--- config.mk ---
export PLATFORM = sky130hd
export DESIGN_NAME = ps2_key_event_filter
export DESIGN_NICKNAME = d
export VERILOG_FILES = /design/src/rtl/ps2_key_event_filter.sv
export SDC_FILE = /design/constraint.sdc
export NUM_CORES = 1
export LEC_CHECK = 0
export BUFFER_PORTS_ARGS = -buffer_cell sky130_fd_sc_hd__buf_2
export CORE_AREA = 2 2 82 84
export DETAILED_ROUTE_END_ITERATION = 8
export DIE_AREA = 0 0 84 86
export HOLD_SLACK_MARGIN = 0.1
export PLACE_DENSITY_LB_ADDON = 0.25
export SLEW_MARGIN = 20
export SYNTH_ARGS = -nofsm -noshare
export SYNTH_HDL_FRONTEND = slang
export SYNTH_SLANG_ARGS = --single-unit
--- constraint.sdc ---
create_clock -name clock -period 1.7 [get_ports clock]
set_input_delay 0.51 -clock clock [delete_from_list [all_inputs] [get_ports clock]]
set_output_delay 0.51 -clock clock [all_outputs]
set_load 0.005 [all_outputs]
--- src/rtl/ps2_key_event_filter.sv ---
`default_nettype none
// ============================================================================
// Module   : ps2_key_event_filter
// Brief    : Set-2 PS/2 byte stream to press/release/held key events with
//            E0/F0 prefix decoding, typematic suppression and prefix timeout.
// Revision : 1.0 - initial release
// ============================================================================
module ps2_key_event_filter #(
  parameter int TIMEOUT_CYCLES = 100000,
  parameter int CNT_W          = 17
) (
  input  logic       clock,
  input  logic       resetn,
  input  logic       ps2_key_pressed,
  input  logic [7:0] ps2_key_data,
  output logic [7:0] key_code,
  output logic       key_ext,
  output logic       key_held,
  output logic       key_press,
  output logic       key_release,
  output logic       err
);

  localparam logic [7:0] c_BYTE_EXT = 8'hE0;
  localparam logic [7:0] c_BYTE_BRK = 8'hF0;
  // Expiry fires in the cycle whose increment would bring the count to
  // TIMEOUT_CYCLES-1, so the err pulse is visible TIMEOUT_CYCLES cycles
  // after the prefix strobe.
  localparam logic [CNT_W-1:0] c_LAST = CNT_W'(TIMEOUT_CYCLES - 2);

  typedef enum logic [1:0] {
    S_IDLE    = 2'd0,
    S_EXT     = 2'd1,
    S_BRK     = 2'd2,
    S_EXT_BRK = 2'd3
  } state_t;

  state_t           r_state;
  state_t           w_state_nxt;
  logic [CNT_W-1:0] r_cnt;
  logic             w_is_ext;
  logic             w_is_brk;
  logic             w_make;
  logic             w_break;
  logic             w_ext_flag;
  logic             w_err;
  logic             w_expire;
  logic             w_match;

  assign w_is_ext = (ps2_key_data == c_BYTE_EXT);
  assign w_is_brk = (ps2_key_data == c_BYTE_BRK);
  assign w_expire = (r_state != S_IDLE) && !ps2_key_pressed && (r_cnt == c_LAST);
  assign w_match  = key_held && (ps2_key_data == key_code) && (w_ext_flag == key_ext);

  always_comb begin
    w_state_nxt = r_state;
    w_make      = 1'b0;
    w_break     = 1'b0;
    w_ext_flag  = 1'b0;
    w_err       = 1'b0;
    if (ps2_key_pressed) begin
      case (r_state)
        S_IDLE: begin
          if (w_is_brk)                                       w_state_nxt = S_BRK;
          else if (w_is_ext)                                  w_state_nxt = S_EXT;
          else if (ps2_key_data == 8'h00 || ps2_key_data == 8'hFF) w_err = 1'b1;
          else                                                w_make      = 1'b1;
        end
        S_EXT: begin
          w_ext_flag = 1'b1;
          if (w_is_brk)      w_state_nxt = S_EXT_BRK;
          else if (w_is_ext) w_err       = 1'b1;
          else begin
            w_make      = 1'b1;
            w_state_nxt = S_IDLE;
          end
        end
        default: begin
          // Both break states: a prefix byte here is a protocol error.
          w_ext_flag  = (r_state == S_EXT_BRK);
          w_state_nxt = S_IDLE;
          if (w_is_brk || w_is_ext) w_err   = 1'b1;
          else                      w_break = 1'b1;
        end
      endcase
    end else if (w_expire) begin
      w_state_nxt = S_IDLE;
      w_err       = 1'b1;
    end
  end

  always_ff @(posedge clock) begin
    if (!resetn) begin
      r_state     <= S_IDLE;
      r_cnt       <= '0;
      key_code    <= 8'h00;
      key_ext     <= 1'b0;
      key_held    <= 1'b0;
      key_press   <= 1'b0;
      key_release <= 1'b0;
      err         <= 1'b0;
    end else begin
      r_state     <= w_state_nxt;
      key_press   <= 1'b0;
      key_release <= 1'b0;
      err         <= w_err;
      if (ps2_key_pressed || r_state == S_IDLE || w_expire) r_cnt <= '0;
      else                                                  r_cnt <= r_cnt + 1'b1;
      if (w_make && !w_match) begin
        key_code  <= ps2_key_data;
        key_ext   <= w_ext_flag;
        key_held  <= 1'b1;
        key_press <= 1'b1;
      end
      if (w_break && w_match) begin
        key_held    <= 1'b0;
        key_release <= 1'b1;
      end
    end
  end

endmodule
`default_nettype wire
==> flow_summary_export.csv <==
group,metric,value,unit
power_and_ir_drop,finalPower,1.48,mW
drt,wl_per_cell,11.0,um
placed_design,routabilityCongestion,0.740,
layout,nNetsFinal,241,
setup_path,reg2reg_to,"r_cnt[2]",
drt,dr_wl_met2,1.47,mm
floorplan,initial_core_util,0.248,
setup_path,critPathMaxStageDelay,0.47,ns
grt,grt_pass1_wl,5.97,mm
grt,grt_max_degree,18,
yosys,ys_warn_count,0,
yosys,syn_inst,177,
setup_path,worstReg2RegStart,"r_cnt[0]",
yosys,yosysSeqAreaShare,0.412,
outcome,status,"finished, final reports clean",
clocking,clock_latency,0.27,ns
floorplan,dieArea,0.00722,sq mm
drt,ant_nets,0,
sta,setup_viol,0,
grt,grt_pass1_vias,1321,
layout,syn_to_final_growth,32.5,%
drt,via_per_inst,4.37,
placed_design,dp_hpwl,2.59,mm
clocking,clock-sinks,32,
drt,wl_met1,1.67,mm
setup_path,crit_path_start_kind,"register",
sta,min_period,1.63,ns
floorplan,die_h,86,um
clocking,post_cts.repair.setup_buffers,0,
drt,post-route-drc-count,0,
drt,drt-total-wl,3.35,mm
grt,grt_overflow,0,
floorplan,fp.dieW,84,um
worst_hold_path,hp-start,"key_code[3]",
layout,final_cell_mix,"dfxtp_1 (31), nor2_1 (27), buf_4 (27), buf_2 (23), nand2_1 (22)",
drt,drt_first_pass_iters,4,
yosys,syn_nets,190,
yosys,syn-cell-area,0.00156,sq mm
sta,worstMarginPinSlew,0.333,ns
layout,n_antenna_cell,0,
clocking,numCtsBuffers,5,
power_and_ir_drop,p_leak,0.809,nW
setup_path,crit_chain,"inv_1 -> ha_1 -> or4b_4 -> nor4_4 -> nand2_1 -> nand3_2 -> buf_12 -> nor2_1",
clocking,cts_tree,"yes",
setup_path,r2r_cells,8,
yosys,ys_types,34,
grt,antenna_found_initial,0,
sta,fin_crit_sh,0.958,
drt,vias,1332,
drt,met3_length,164,um
sta,max_freq,0.614,GHz
setup_path,worstSetupPathType,"register to register",
floorplan,fp-row-count,29,
grt,grt_usage,0.103,
layout,layout-drive-gt1-share,0.311,
drt,highest_layer,"met4",
clocking,clkTransAtPathRegs,0.07,ns
power_and_ir_drop,ir_drop,0.000394,V
setup_path,cp.arrival,1.79,ns
clocking,htree_levels,2,
setup_path,crit_fanout,17,
layout,mostFrequentLayoutCell,"dfxtp_1",
yosys,ys_ff_latch,32,
sta,fin_hold_ws,0.486,ns
floorplan,core-area,0.00628,sq mm
floorplan,ios,24,
flow_run,cap_violations,0,
sta,slew_headroom,0.776,
yosys,avgSynthCellArea,8.79,sq um
sta,grt_setup_unrepaired,"yes",
power_and_ir_drop,pwr_density_cell,717,mW/mm^2
sta,hold_violations,0,
setup_path,crit_slowest_cell,"or4b_4",
setup_path,rrSetupSlack,0.07,ns
drt,drt_iter0_drc,39,
worst_hold_path,hp-class,"register to register",
clocking,cts_root_buffer,"clkbuf_8",
clocking,cts_max_path_buffers,2,
worst_hold_path,min_to,"key_code[3]",
placed_design,port_buffers,23,
setup_path,crit_required,1.86,ns
sta,slew_viol_final,0,
sta,fin_skew,0.00840,ns
setup_path,endpoint_kind,"register",
worst_hold_path,min_path_cells,2,
## critical path, delay by kind of cell, from the launching register on
family | cells | cell delay [ns]
buffers and inverters | 2 | 0.20
and+or+nand+nor | 5 | 0.89
adders and majority gates | 1 | 0.13
DFF | 1 | 0.32
## sequential cells by signal, summed over array words and instances (netlist names)
name and count:
key_release 1, r_state 2, key_press 1, key_ext 1
err 1, key_code 8, r_cnt 17, key_held 1
## per-layer routing
metal  up-vias  track usage
met5         -            0
met2        24        0.167
li1        700            -
met4         0       0.0352
met1       604        0.129
met3         4       0.0346
## cells in the mapped netlist
| library cell | count | area (sq um) |
|---|---|---|
| xnor2_1 | 15 | 131 |
| nand4_1 | 6 | 37.5 |
| and3_1 | 1 | 6.26 |
| or4_1 | 1 | 7.51 |
| clkbuf_1 | 5 | 18.8 |
| nor4_2 | 1 | 12.5 |
| mux2i_1 | 9 | 90.1 |
| and2_1 | 1 | 6.26 |
| ha_1 | 2 | 25.0 |
| or4b_1 | 1 | 10.0 |
| o21a_1 | 1 | 7.51 |
| nand2b_1 | 3 | 18.8 |
| nor2_1 | 27 | 101 |
| xor2_1 | 9 | 78.8 |
| inv_1 | 5 | 18.8 |
| or4_4 | 1 | 11.3 |
| nor4_1 | 4 | 25.0 |
| a211oi_1 | 2 | 15.0 |
| o22ai_2 | 1 | 12.5 |
| nand3_1 | 12 | 60.1 |
| a21oi_1 | 4 | 20.0 |
| o21ai_2 | 1 | 8.76 |
| a41oi_1 | 1 | 8.76 |
| nor4b_2 | 1 | 15.0 |
| nand3_2 | 1 | 10.0 |
| o311ai_1 | 1 | 8.76 |
| dfxtp_1 | 32 | 641 |
| nand2_1 | 22 | 82.6 |
| nor2b_4 | 1 | 13.8 |
| nor4_4 | 1 | 21.3 |
| buf_2 | 1 | 5.00 |
| nor3_1 | 2 | 10.0 |
| buf_6 | 1 | 11.3 |
| or2_1 | 1 | 6.26 |
## area by class of cell
type                       count  area [sq um]
fill                         686          4220
inverter                       5          18.8
tap                           77          96.3
timing repair buffer          51           338
multi-input combinational    133           890
sequential                    32           642
clock inverter                 1          5.00
clock buffer                   6          72.6
## power breakdown
group          switching [mW]  total, mW  internal, mW  leakage [nW]
clock network           0.263      0.541         0.278        0.0410
registers              0.0148      0.783         0.768         0.261
logic                  0.0750      0.155        0.0800         0.507
## timing repair
item	CTS	global route
endpoints found under the setup margin	7	19
hold buffers	0	0
hold endpoints to repair	0	0
gates resized for setup	2	2
pin swaps	0	2
gates cloned	0	0
## metrics by stage
step | cell area, sq um | setup WS (ns) | cells | util | setup TNS (ns)
after floorplan | 1570 | -0.156 | 177 | - | -0.851
after global placement | 1970 | -0.203 | 298 | 0.313 | -2.51
final | 2060 | 0.0721 | 305 | 0.328 | 0
after global routing | 2060 | -0.0497 | 305 | 0.328 | -0.672
after detailed placement | 1970 | -0.217 | 298 | 0.313 | -2.63
after CTS | 2060 | 0.0233 | 305 | 0.328 | 0
## worst max path at each step
| stage | slack (ns) | start | end |
|---|---|---|---|
| 6_report | 0.07 | r_cnt[0] | r_cnt[2] |
| 5_1_grt | -0.05 | r_cnt[0] | r_cnt[2] |
| 4_1_cts | 0.02 | r_cnt[0] | r_state[1] |
| 3_5_place_dp | -0.22 | ps2_key_data[7] | key_held |
| 3_3_place_gp | -0.20 | ps2_key_data[7] | key_held |
| 2_1_floorplan | -0.16 | ps2_key_data[7] | key_held |
## cell families after synthesis
logic type / after synthesis / synth area share
multiplexers: 9 / 0.0579
AO/OA/AOI/OAI: 11 / 0.0523
XOR/XNOR: 24 / 0.135
buffers and inverters: 12 / 0.0346
adder cells (fa/ha/maj): 2 / 0.0161
AND/OR/NAND/NOR: 87 / 0.293
flip-flops: 32 / 0.412
Note: power is estimated with default switching activity, not from simulation.
